--- src/rtl/boa_mem_arbiter_pkg.sv ---
// Shared types for the two-master memory bus arbiter.
package boa_mem_arbiter_pkg;

    typedef enum logic {ARB_IDLE, ARB_LOCKED} boa_arb_state_t;

    typedef enum logic [1:0] {OWN_NONE, OWN_P0, OWN_P1} boa_arb_owner_t;

    localparam logic [3:0] STARVE_MAX = 4'd15;

    function automatic logic busRequest(input logic re, input logic [3:0] we);
        return re | (|we);
    endfunction

endpackage

--- src/rtl/boa_mem_arbiter_if.sv ---
// boa_mem_bus signal bundle: master drives the access, slave answers with ready/rdata.
interface boa_mem_arbiter_if;

    logic        re;
    logic [3:0]  we;
    logic [31:2] addr;
    logic [31:0] wdata;
    logic        ready;
    logic [31:0] rdata;

    modport master (output re, we, addr, wdata, input ready, rdata);
    modport slave  (input re, we, addr, wdata, output ready, rdata);

endinterface

--- src/rtl/boa_mem_arbiter_prio.sv ---
// Combinational 2-way pick: priority port wins a tie unless the other port is starved.
module boa_mem_arbiter_prio (
    input  logic i_req0,
    input  logic i_req1,
    input  logic i_prioP1,
    input  logic i_starve,
    output logic o_gnt0,
    output logic o_gnt1
);

    logic w_pickP1;

    always_comb begin
        w_pickP1 = i_starve ? ~i_prioP1 : i_prioP1;
        o_gnt0   = i_req0 & (~i_req1 | ~w_pickP1);
        o_gnt1   = i_req1 & (~i_req0 | w_pickP1);
    end

endmodule

--- src/rtl/boa_mem_arbiter.sv ---
// Shares one boa_mem_bus slave between fetch (p0) and data (p1) masters,
// holding the grant through wait states and steering read data back to its issuer.
module boa_mem_arbiter
    import boa_mem_arbiter_pkg::*;
#(
    parameter int PRIO_P1      = 1,
    parameter int STARVE_LIMIT = 4
) (
    input  logic                clk,
    input  logic                rst,
    boa_mem_arbiter_if.slave    p0bus,
    boa_mem_arbiter_if.slave    p1bus,
    boa_mem_arbiter_if.master   mbus
);

    localparam logic       PRIO_BIT  = (PRIO_P1 != 0);
    localparam logic [3:0] LIMIT_VAL = 4'(STARVE_LIMIT);

    boa_arb_state_t r_state;
    logic           r_lockOwner;
    boa_arb_owner_t r_respOwner;
    logic [3:0]     r_starveCnt;

    logic w_req0;
    logic w_req1;
    logic w_starve;
    logic w_pick0;
    logic w_pick1;
    logic w_gnt0;
    logic w_gnt1;
    logic w_accept0;
    logic w_accept1;
    logic w_npAccept;
    logic w_npLost;

    boa_mem_arbiter_prio u_prio (
        .i_req0   (w_req0),
        .i_req1   (w_req1),
        .i_prioP1 (PRIO_BIT),
        .i_starve (w_starve),
        .o_gnt0   (w_pick0),
        .o_gnt1   (w_pick1)
    );

    // A locked owner that drops its request loses the grant, which also releases the lock.
    always_comb begin
        w_req0   = busRequest(p0bus.re, p0bus.we);
        w_req1   = busRequest(p1bus.re, p1bus.we);
        w_starve = (r_starveCnt >= LIMIT_VAL);
        w_gnt0   = 1'b0;
        w_gnt1   = 1'b0;
        if (!rst) begin
            if (r_state == ARB_LOCKED) begin
                w_gnt0 = ~r_lockOwner & w_req0;
                w_gnt1 = r_lockOwner & w_req1;
            end else begin
                w_gnt0 = w_pick0;
                w_gnt1 = w_pick1;
            end
        end
        w_accept0  = w_gnt0 & mbus.ready;
        w_accept1  = w_gnt1 & mbus.ready;
        w_npAccept = PRIO_BIT ? w_accept0 : w_accept1;
        w_npLost   = w_req0 & w_req1 & ~(PRIO_BIT ? w_gnt0 : w_gnt1);
    end

    assign mbus.re    = (w_gnt0 & p0bus.re) | (w_gnt1 & p1bus.re);
    assign mbus.we    = ({4{w_gnt0}} & p0bus.we) | ({4{w_gnt1}} & p1bus.we);
    assign mbus.addr  = ({30{w_gnt0}} & p0bus.addr) | ({30{w_gnt1}} & p1bus.addr);
    assign mbus.wdata = ({32{w_gnt0}} & p0bus.wdata) | ({32{w_gnt1}} & p1bus.wdata);

    assign p0bus.ready = w_gnt0 & mbus.ready;
    assign p1bus.ready = w_gnt1 & mbus.ready;
    assign p0bus.rdata = (!rst && r_respOwner == OWN_P0) ? mbus.rdata : 32'h0;
    assign p1bus.rdata = (!rst && r_respOwner == OWN_P1) ? mbus.rdata : 32'h0;

    always_ff @(posedge clk) begin
        if (rst) begin
            r_state     <= ARB_IDLE;
            r_lockOwner <= 1'b0;
            r_respOwner <= OWN_NONE;
            r_starveCnt <= 4'd0;
        end else begin
            case (r_state)
                ARB_IDLE: begin
                    if ((w_gnt0 | w_gnt1) && !mbus.ready) begin
                        r_state     <= ARB_LOCKED;
                        r_lockOwner <= w_gnt1;
                    end
                end
                ARB_LOCKED: begin
                    if (!(w_gnt0 | w_gnt1) || mbus.ready) begin
                        r_state <= ARB_IDLE;
                    end
                end
                default: r_state <= ARB_IDLE;
            endcase

            if (w_accept0) begin
                r_respOwner <= OWN_P0;
            end else if (w_accept1) begin
                r_respOwner <= OWN_P1;
            end else begin
                r_respOwner <= OWN_NONE;
            end

            if (w_npAccept) begin
                r_starveCnt <= 4'd0;
            end else if (w_npLost && r_starveCnt != STARVE_MAX) begin
                r_starveCnt <= r_starveCnt + 4'd1;
            end
        end
    end

endmodule
--- src/flat_wrapper.sv ---
// flat-port wrapper written by rule: the top's interface ports become plain ports
module boa_mem_arbiter_flat import boa_mem_arbiter_pkg::*;
#(
    parameter int PRIO_P1      = 1,
    parameter int STARVE_LIMIT = 4
)
  (clk, rst, p0bus_re, p0bus_we, p0bus_addr, p0bus_wdata, p0bus_ready, p0bus_rdata, p1bus_re, p1bus_we, p1bus_addr, p1bus_wdata, p1bus_ready, p1bus_rdata, mbus_re, mbus_we, mbus_addr, mbus_wdata, mbus_ready, mbus_rdata);
  boa_mem_arbiter_if p0bus_i ();
  boa_mem_arbiter_if p1bus_i ();
  boa_mem_arbiter_if mbus_i ();
  input  logic clk;
  input  logic rst;
  input wire logic [$bits(p0bus_i.re)-1:0] p0bus_re;
  input wire logic [$bits(p0bus_i.we)-1:0] p0bus_we;
  input wire logic [$bits(p0bus_i.addr)-1:0] p0bus_addr;
  input wire logic [$bits(p0bus_i.wdata)-1:0] p0bus_wdata;
  output wire logic [$bits(p0bus_i.ready)-1:0] p0bus_ready;
  output wire logic [$bits(p0bus_i.rdata)-1:0] p0bus_rdata;
  input wire logic [$bits(p1bus_i.re)-1:0] p1bus_re;
  input wire logic [$bits(p1bus_i.we)-1:0] p1bus_we;
  input wire logic [$bits(p1bus_i.addr)-1:0] p1bus_addr;
  input wire logic [$bits(p1bus_i.wdata)-1:0] p1bus_wdata;
  output wire logic [$bits(p1bus_i.ready)-1:0] p1bus_ready;
  output wire logic [$bits(p1bus_i.rdata)-1:0] p1bus_rdata;
  output wire logic [$bits(mbus_i.re)-1:0] mbus_re;
  output wire logic [$bits(mbus_i.we)-1:0] mbus_we;
  output wire logic [$bits(mbus_i.addr)-1:0] mbus_addr;
  output wire logic [$bits(mbus_i.wdata)-1:0] mbus_wdata;
  input wire logic [$bits(mbus_i.ready)-1:0] mbus_ready;
  input wire logic [$bits(mbus_i.rdata)-1:0] mbus_rdata;
  assign p0bus_i.re = p0bus_re;
  assign p0bus_i.we = p0bus_we;
  assign p0bus_i.addr = p0bus_addr;
  assign p0bus_i.wdata = p0bus_wdata;
  assign p0bus_ready = p0bus_i.ready;
  assign p0bus_rdata = p0bus_i.rdata;
  assign p1bus_i.re = p1bus_re;
  assign p1bus_i.we = p1bus_we;
  assign p1bus_i.addr = p1bus_addr;
  assign p1bus_i.wdata = p1bus_wdata;
  assign p1bus_ready = p1bus_i.ready;
  assign p1bus_rdata = p1bus_i.rdata;
  assign mbus_re = mbus_i.re;
  assign mbus_we = mbus_i.we;
  assign mbus_addr = mbus_i.addr;
  assign mbus_wdata = mbus_i.wdata;
  assign mbus_i.ready = mbus_ready;
  assign mbus_i.rdata = mbus_rdata;
  boa_mem_arbiter #(.PRIO_P1(PRIO_P1), .STARVE_LIMIT(STARVE_LIMIT)) u_core (.clk(clk), .rst(rst), .p0bus(p0bus_i), .p1bus(p1bus_i), .mbus(mbus_i));
endmodule
--- config.mk ---
export PLATFORM = sky130hd
export DESIGN_NAME = boa_mem_arbiter_flat
export DESIGN_NICKNAME = d
export VERILOG_FILES = /design/src/rtl/boa_mem_arbiter_pkg.sv /design/src/rtl/boa_mem_arbiter_if.sv /design/src/rtl/boa_mem_arbiter_prio.sv /design/src/rtl/boa_mem_arbiter.sv /design/src/flat_wrapper.sv
export SDC_FILE = /design/constraint.sdc
export NUM_CORES = 1
export LEC_CHECK = 0
export ABC_AREA = 1
export BUFFER_PORTS_ARGS = -buffer_cell sky130_fd_sc_hd__buf_2
export CORE_AREA = 8 8 112 114
export DETAILED_ROUTE_END_ITERATION = 10
export DIE_AREA = 0 0 120 122
export GPL_TIMING_DRIVEN = 0
export PLACE_DENSITY = 0.6
export SETUP_SLACK_MARGIN = 0.05
export SYNTH_ARGS = -nofsm -noshare
export SYNTH_HDL_FRONTEND = slang
export SYNTH_HIERARCHICAL = 1
export SYNTH_SLANG_ARGS = --single-unit
--- constraint.sdc ---
create_clock -name clk -period 2 [get_ports clk]
set_input_delay 0.4 -clock clk [delete_from_list [all_inputs] [get_ports clk]]
set_output_delay 0.4 -clock clk [all_outputs]
set_load 0.1 [all_outputs]
==> results.cfg, run 1 <==
[run_status]
violations = negative setup slack
status = complete, but fails checks

[global_route]
grt_util_met1_pct = 19.44
grt_pass1_wl_mm = 23.11
grt_use_total_pct = 19.32
grt_overflow = 0
antenna_found_initial = 1
use_met2_pct = 38.77
grt_max_degree = 11
grt_pass1_vias = 4275
grt_busiest_layer = met2
met3_usage_pct = 4.813

[routing]
drt_first_pass_iters = 4
drt-total-wl_mm = 15.24
vias = 3891
ant_nets = 0
drc = 0
drtIter0Drc = 157
wl_per_cell_um = 17.64
via_per_inst = 4.503

[min_path]
hold_path_end = u_core/r_state
whs_path_depth = 2
hold_class = in2reg
hold_start = mbus_ready

[layout]
regArea_um2 = 162.7
final_common_cell = buf_2
drive_gt1_share_pct = 70.95
multi_input_area_um2 = 2514
area_delta_synth_final_pct = 247.3
stdcell_area_um2 = 6770
final_net_count = 895
final_cell_mix = buf_2 (175), inv_1 (107), buf_12 (72), o21ai_4 (68), buf_6 (64)
num-fill-cells = 853

[power_and_ir_drop]
power.switching_mw = 2.291
seqPwrFrac_pct = 4.8
power_frac_comb_pct = 89.9
p_clk_share_pct = 5.2
swShare_pct = 60.24
total_power_mw = 3.803
leakage_nw = 3.285
powerDensity_nw_per_um2 = 561.7
ir_drop_mv = 0.4282
p_int_mw = 1.512

[timing]
fin_crit_sh_pct = 121.7
hold_viol_final = 0
setup_tns_ps = -26590
setup_ws_ps = -433.6
min_period_ps = 2434
clock.fmax_mhz = 410.9
rsz0062_at_grt = yes
final.setup_skew_ps = 3.945
hold_ws_ps = 352.8
setup_violations = 69
finalMaxSlewViolations = 0

[cts]
cts_buffers = 3
cts_tree = yes
insertion_delay_ps = 230
postCtsHoldBufs = 0
cts.htree.levels = 1
clock-sinks = 8
clock_path_buffers = 2
clock-root-buffer = clkbuf_8
clkSlewWorstSetupHoldPaths_ps = 40

[setup_path]
required_ps = 1600
endpoint_kind = output pin
cp_slowest_cell = dfxtp_2
r2r_slack_ps = 120
path_max_fanout = 10
r2r_start = u_core/r_starveCnt[3]
worst_path_largest_cell_delay_ps = 310
worstReg2RegEnd = u_core/r_respOwner[1]
crit_chain = or2_4 -> inv_2 -> nand2_2 -> nand2_1 -> nand2_1 -> nand2_2 -> nor2_4 -> nor2_4 -> o21ai_4 -> clkbuf_16 -> o21ai_4 -> buf_12
critPathLaunchType = flip-flop
rr_worst_depth = 14
cp.arrival_ps = 2030
criticalPathCategory = reg2out

[run]
drv_cap = 0

[logic_synthesis]
synth_cell_type_count = 28
ys_ff_latch = 8
synth_cells = 402
synth-seq-area-share_pct = 8.216
netlist_area_um2 = 1949
synth_warnings = 6
syn_avg_cell_area_um2 = 4.849

[die]
dieArea_um2 = 14640
die_w_um = 120
ios = 302
die_h_um = 122
rows = 38
core_um2 = 10700
initial_core_util_pct = 18.22

[placed_design]
hpwlAfterDp_mm = 11.79
placedInstanceArea_um2 = 4943
routabilityCongestion = 0.7982
portBuffers = 301
-- sequential cells by signal (all words and copies together), names as in the netlist --
name                cells
u_core/r_lockOwner      1
u_core/r_respOwner      2
u_core/r_state          1
u_core/r_starveCnt      4
-- per-stage QoR --
stage                     setup slack, ps  std cells  utilization [%]
after floorplan                    -317.4        403                -
after global placement             -771.8        844            46.21
after detailed placement           -784.7        844            46.21
after CTS                          -435.3        862            62.04
after global routing               -507.5        864            63.29
final                              -433.6        864            63.29
-- layer usage --
| metal | vias up | routed length (µm) |
|---|---|---|
| met5 | - | 0 |
| met4 | 0 | 192 |
| met3 | 18 | 1268 |
| met2 | 202 | 8633 |
| met1 | 1798 | 5143 |
| li1 | 1873 | - |
-- synthesized netlist by cell type --
| cell type | instances | area share [%] |
|---|---|---|
| a21oi_1 | 5 | 1.3 |
| and3_1 | 1 | 0.32 |
| buf_2 | 8 | 2.1 |
| buf_4 | 1 | 0.39 |
| buf_6 | 5 | 2.9 |
| clkbuf_1 | 9 | 1.7 |
| clkbuf_2 | 4 | 1.0 |
| conb_1 | 1 | 0.19 |
| dfxtp_1 | 8 | 8.2 |
| ha_1 | 1 | 0.64 |
| inv_1 | 110 | 21 |
| inv_2 | 1 | 0.19 |
| nand2_1 | 13 | 2.5 |
| nand2_2 | 2 | 0.64 |
| nand2_4 | 2 | 1.2 |
| nand3_1 | 74 | 19 |
| nand3_2 | 1 | 0.51 |
| nor2_1 | 79 | 15 |
| nor2_2 | 1 | 0.32 |
| nor3_2 | 1 | 0.51 |
| o21ai_0 | 55 | 14 |
| o21ai_1 | 14 | 3.6 |
| o21ai_2 | 1 | 0.45 |
| o22ai_1 | 1 | 0.32 |
| or2_0 | 1 | 0.32 |
| or2_2 | 1 | 0.32 |
| xnor2_1 | 1 | 0.45 |
| xor2_1 | 1 | 0.45 |
-- power groups by stage --
| stage | clock network (mW) | registers (mW) | logic, mW |
|---|---|---|---|
| floorplan | 0 | 0.183 | 2.18 |
| global placement | 0 | 0.185 | 2.62 |
| detailed placement | 0 | 0.185 | 2.64 |
| CTS | 0.205 | 0.183 | 3.40 |
| global route | 0.213 | 0.185 | 3.54 |
| finish | 0.200 | 0.184 | 3.42 |
-- repair_timing --
action / 4_1_cts / 5_1_grt
setup buffers: 10 / 1
gates cloned: 5 / 0
pin swaps: 5 / 3
resized for setup: 409 / 40
endpoints found under the setup margin: 130 / 132
-- worst max-delay path by stage --
| stage | startpoint | endpoint | slack, ps | cells past startpoint |
|---|---|---|---|---|
| 2_1_floorplan | rst | p0bus_rdata[0] | -320 | 3 |
| 3_3_place_gp | p1bus_we[3] | mbus_wdata[4] | -770 | 12 |
| 3_5_place_dp | p1bus_we[3] | mbus_wdata[4] | -780 | 12 |
| 4_1_cts | u_core/r_starveCnt[3] | mbus_addr[14] | -440 | 13 |
| 5_1_grt | u_core/r_starveCnt[3] | mbus_addr[17] | -510 | 13 |
| 6_report | u_core/r_starveCnt[3] | mbus_addr[24] | -430 | 12 |
-- cells by family after synthesis --
family | count (synthesis) | share of synthesized area, %
buffers and inverters | 138 | 29.46
other | 1 | 0.1924
adders and majority gates | 1 | 0.6417
and+or+nand+nor | 176 | 40.82
xor gates and xnor gates | 2 | 0.8988
DFF | 8 | 8.215
AOI/OAI and AO/OA | 76 | 19.77
-- area by class of cell --
class | instances | area share [%]
antenna | 1 | 0.03696
buffer | 27 | 5.193
clock buffer | 3 | 0.6099
inverter | 111 | 6.154
multi-input combinational | 258 | 37.13
sequential | 8 | 2.403
tap | 140 | 2.587
timing repair buffer | 316 | 45.89
-- critical path, delay by kind of cell, from the launching register on --
kind | cells | cell delay, ps
AOI/OAI and AO/OA | 2 | 350
and+or+nand+nor | 7 | 650
buffers and inverters | 3 | 480
DFF | 1 | 310
Note: power is estimated with default switching activity, not from simulation.
==> run 2: changes to the inputs <==
ABC_AREA = not set   (was 1)
CORE_AREA = 8 8 111 113   (was 8 8 112 114)
DIE_AREA = 0 0 119 121   (was 0 0 120 122)
PLACE_DENSITY = 0.58   (was 0.6)
==> results.cfg, run 2 <==
[layout]
num-fill-cells = 800
largest_register_ffs = 4
final_common_cell = buf_2
finish.utilization_pct = 60.87
final_net_count = 720
area_delta_synth_final_pct = 300.2
multi_input_area_um2 = 2211
top_regs = u_core/r_starveCnt: 4 flops, u_core/r_respOwner: 2 flops
top_register = u_core/r_starveCnt
regArea_um2 = 161.4
final_cell_mix = buf_2 (165), buf_12 (97), a22o_4 (67), and2_4 (62), buf_6 (39)
drive_gt1_share_pct = 93.07
stdcell_area_um2 = 6454

[logic_synthesis]
yosysTopAreaCell = a22o_1
ys.flop_type = dfxtp_1
ys_ff_latch = 8
synth_common_cells = a22o_1 (67), and2_1 (67), clkbuf_1 (16)
netlist_area_um2 = 1613
synth-seq-area-share_pct = 9.930
async_flop_share_pct = 0
synth_warnings = 6
synth_cells = 215
syn_avg_cell_area_um2 = 7.501
syn_nets = 385
synth_top_cell_area_share_pct = 36.38
synth_cell_type_count = 40
synth_area_leaders = a22o_1 (36%), and2_1 (26%), dfxtp_1 (9.9%)
synth_edf_count = 0

[routing]
drt_first_pass_iters = 4
via_per_inst = 4.618
drtIter0Drc = 113
drt-total-wl_mm = 14.98
vias = 3182
wl_per_cell_um = 21.73
drc = 0
ant_nets = 0

[run_status]
status = complete, but fails checks
violations = negative setup slack

[placed_design]
portBuffers = 300
placedInstanceArea_um2 = 4148
hpwlAfterDp_mm = 11.03
routabilityCongestion = 0.8648

[die]
die_h_um = 121
rows = 38
initial_core_util_pct = 15.21
dieArea_um2 = 14400
core_um2 = 10600
ios = 302
die_w_um = 119

[cts]
clock_path_buffers = 2
postCtsHoldBufs = 0
clkSlewWorstSetupHoldPaths_ps = 40
clock-sinks = 8
insertion_delay_ps = 220
cts_buffers = 3
cts_tree = yes
clock-root-buffer = clkbuf_8
cts.htree.levels = 1

[timing]
fin_crit_sh_pct = 150.8
setup_violations = 75
rsz0062_at_grt = yes
hold_ws_ps = 460.0
setup_tns_ps = -67940
hold_viol_final = 0
final.setup_skew_ps = 0.2949
finalMaxSlewViolations = 0
setup_ws_ps = -1017
min_period_ps = 3017
clock.fmax_mhz = 331.5

[setup_path]
worst_path_largest_cell_delay_ps = 530
criticalPathCategory = in2out
critPathLaunch = p1bus_re
cp_num_buf_inv = 5
critPathLaunchType = primary input
required_ps = 1600
path_max_fanout = 6
endpoint_kind = output pin
cp_common_cell = buf_12
r2r_start = u_core/r_starveCnt[2]
cp_slowest_cell = or4_4
cp.arrival_ps = 2620
crit_chain = buf_6 -> or4_4 -> or2_4 -> a21oi_4 -> nor2b_4 -> o21bai_4 -> nor2_4 -> buf_12 -> buf_12 -> buf_12 -> a22o_4 -> buf_12
critPathTopFamily = simple AND/OR/NAND/NOR gates

[power_and_ir_drop]
ir_drop_mv = 0.3793
powerDensity_nw_per_um2 = 476.0
leakage_nw = 3.177

[min_path]
hold_class = in2reg
hold_start = rst

[run]
drv_cap = 0

[global_route]
use_met2_pct = 37.55
grt_pass1_vias = 3746
antenna_found_initial = 1
grt_util_met1_pct = 16.87
grt_overflow = 0
grt_pass1_wl_mm = 21.58
met3_usage_pct = 7.306
grt_use_total_pct = 18.74
grt_max_degree = 11
grt_busiest_layer = met2
[run 2: cell count changes after synthesis, sizes merged, moves of 8 or more]
cell / delta
and2: +67
inv: -109
nand3: -74
buf: -8
nor2: -77
o21ai: -67
a22o: +67
nand2: -16
[run 2: routing by layer]
metal	wire, µm	share of wire, %
met3	1385	9.2
met5	0	0
met4	344	2.3
met2	8319	56
met1	4926	33
[run 2: layout make-up]
type | instances | area share (%)
inverter | 2 | 0.1163
antenna | 1 | 0.03877
tap | 140 | 2.714
sequential | 8 | 2.501
clock buffer | 3 | 0.6398
timing repair buffer | 330 | 54.89
multi-input combinational | 183 | 34.26
buffer | 22 | 4.847
[run 2: logic make-up (layout without fill, tap and decap cells)]
group | after synthesis | count (layout) | share of synthesized area (%)
DFF | 8 | 8 | 9.930
buffers and inverters | 24 | 357 | 6.595
AOI/OAI and AO/OA | 89 | 89 | 46.08
and+or+nand+nor | 90 | 90 | 35.22
other | 1 | 2 | 0.2325
adders and majority gates | 1 | 1 | 0.7757
xor gates and xnor gates | 1 | 1 | 0.5432
muxes | 1 | 1 | 0.6207
[run 2: path summary, 6_finish.rpt]
path | to | slack [ps] | depth (start not counted)
worst max-delay path | mbus_addr[1] | -1020 | 12
worst min-delay path | u_core/r_lockOwner | 460 | 2
worst max register to register | u_core/r_starveCnt[3] | -520 | 11
worst min register to register | u_core/r_starveCnt[1] | 490 | 2
[run 2: through the flow]
| step | worst slack (ps) | instances | total power [mW] |
|---|---|---|---|
| 5_1_grt | -1074 | 689 | 3.164 |
| 2_1_floorplan | -853.1 | 215 | 1.759 |
| 3_3_place_gp | -1584 | 655 | 2.143 |
| 4_1_cts | -1076 | 679 | 3.011 |
| 6_report | -1017 | 689 | 3.072 |
| 3_5_place_dp | -1611 | 655 | 2.153 |
[run 2: what timing repair did]
action	4_1_cts	5_1_grt
buffers inserted	19	6
pin swaps	12	15
gates cloned	3	3
endpoints found under the setup margin	139	140
gates resized for setup	440	84
[run 2: worst reg2reg max path, delay by kind of cell (launching register included)]
family	cells	cell delay (ps)
XOR/XNOR	1	210
AO/OA/AOI/OAI	3	420
flip-flops	1	330
AND/OR/NAND/NOR	3	960
buffers and inverters	4	520
[run 2: power by group]
group / internal, mW / switching [mW]
sequential: 0.170 / 0.0108
clock: 0.130 / 0.0591
combinational: 1.11 / 1.60
==> run 3: changes to the inputs <==
--- a/config.mk
+++ b/config.mk
@@ -14,2 +14,3 @@
 export SETUP_SLACK_MARGIN = 0.05
+export SLEW_MARGIN = 20
 export SYNTH_ARGS = -nofsm -noshare
==> constraint.sdc (replaced) <==
create_clock -name clk -period 2 [get_ports clk]
set_input_delay 0.1 -clock clk [delete_from_list [all_inputs] [get_ports clk]]
set_output_delay 0.1 -clock clk [all_outputs]
set_load 0.1 [all_outputs]
==> results.cfg, run 3 (synthesized netlist as in run 2, its figures left out) <==
[layout]
regArea_um2 = 162.7
num-fill-cells = 902
stdcell_area_um2 = 5836
final_net_count = 723
finish.utilization_pct = 55.04
final_common_cell = buf_2
final_cell_mix = buf_2 (187), buf_12 (76), a22o_4 (67), and2_1 (65), clkbuf_4 (41)
multi_input_area_um2 = 2078
top_regs = u_core/r_starveCnt: 4 flops, u_core/r_respOwner: 2 flops
area_delta_synth_final_pct = 261.8
largest_register_ffs = 4
drive_gt1_share_pct = 81.13
top_register = u_core/r_starveCnt

[routing]
drtIter0Drc = 81
drt-total-wl_mm = 14.28
drt_first_pass_iters = 4
wl_per_cell_um = 20.54
vias = 3219
ant_nets = 0
drc = 0
via_per_inst = 4.632

[placed_design]
routabilityCongestion = 0.8352
placedInstanceArea_um2 = 3986
portBuffers = 300
hpwlAfterDp_mm = 10.70

[power_and_ir_drop]
powerDensity_nw_per_um2 = 520.6
leakage_nw = 2.983
ir_drop_mv = 0.3726

[setup_path]
r2r_start = u_core/r_starveCnt[3]
required_ps = 1900
critPathLaunchType = flip-flop
endpoint_kind = output pin
criticalPathCategory = reg2out
critPathLaunch = u_core/r_starveCnt[3]
path_max_fanout = 6
cp.arrival_ps = 2370

[min_path]
hold_class = in2reg
hold_start = mbus_ready

[timing]
hold_ws_ps = 190.1
hold_viol_final = 0
finalMaxSlewViolations = 0
setup_ws_ps = -470.6
rsz0062_at_grt = yes
clock.fmax_mhz = 404.8
final.setup_skew_ps = 5.397
setup_tns_ps = -32160
min_period_ps = 2471
setup_violations = 73
fin_crit_sh_pct = 123.5

[global_route]
grt_overflow = 0
grt_max_degree = 11
grt_pass1_vias = 3770
antenna_found_initial = 4
grt_use_total_pct = 18.57
grt_pass1_wl_mm = 21.31

[run_status]
violations = negative setup slack
status = complete, but fails checks

[cts]
postCtsHoldBufs = 0
cts_tree = yes
clock-root-buffer = clkbuf_8
clock-sinks = 8
clock_path_buffers = 2
clkSlewWorstSetupHoldPaths_ps = 40
cts_buffers = 3
cts.htree.levels = 1
insertion_delay_ps = 230

[die]
die_w_um = 119
die_h_um = 121
rows = 38
ios = 302
core_um2 = 10600
initial_core_util_pct = 15.21
dieArea_um2 = 14400

[run]
drv_cap = 0
run 3: changes by cell type in the layout (fill, tap and decap cells not counted), sizes merged:
cell / before / now
diode: 1 / 4
clkbuf: 10 / 60
buf: 345 / 298
run 3: critical path, stage by stage, from the launching register on:
cell and delay (ps):
dfxtp_2 320, or2_4 270, xor2_4 180, a21oi_4 80
nor2b_4 140, buf_6 130, nor4_4 210, nor2_4 90
buf_8 160, clkbuf_16 160, a22o_4 230, buf_12 160
run 3: final cells by class:
cell class | count | share of cell area (%)
flip-flops and latches | 8 | 2.787
clock buffers | 3 | 0.7075
multi-input cells | 183 | 35.61
well taps | 140 | 3.002
repair buffers | 333 | 52.74
plain buffers | 22 | 4.846
diodes | 4 | 0.1715
inverters | 2 | 0.1286
run 3: power breakdown:
part / switching [mW] / internal [mW]
sequential: 0.00964 / 0.169
clock: 0.0681 / 0.131
combinational: 1.59 / 1.07
run 3: worst paths after layout:
kind                                              end  slack [ps]  cells past startpoint
worst max-delay path                    mbus_addr[19]        -470                     11
worst min-delay path                   u_core/r_state         190                      2
worst max register to register  u_core/r_starveCnt[3]        -420                     11
worst min register to register  u_core/r_starveCnt[0]         510                      2
run 3: per-stage QoR:
stage,worst slack (ps),instances,total power [mW]
floorplan,-253.1,215,1.739
global placement,-927.3,655,2.115
detailed placement,-948.6,655,2.124
CTS,-471.2,687,3.000
global route,-566.5,695,3.133
finish,-470.6,695,3.038
run 3: what timing repair did:
action	in CTS	in global routing
setup endpoints to repair	135	122
gates resized for setup	331	50
pin swaps	19	8
cloned	8	1
endpoints found under the hold margin	0	0
setup buffers	21	3
run 3: per-layer routing:
layer	up-vias	part of all wire, %	track usage, %
met5	-	0	0
met4	0	3.2	9.170
met3	25	10	8.004
met2	211	55	36.00
met1	1480	31	15.92
li1	1503	-	-
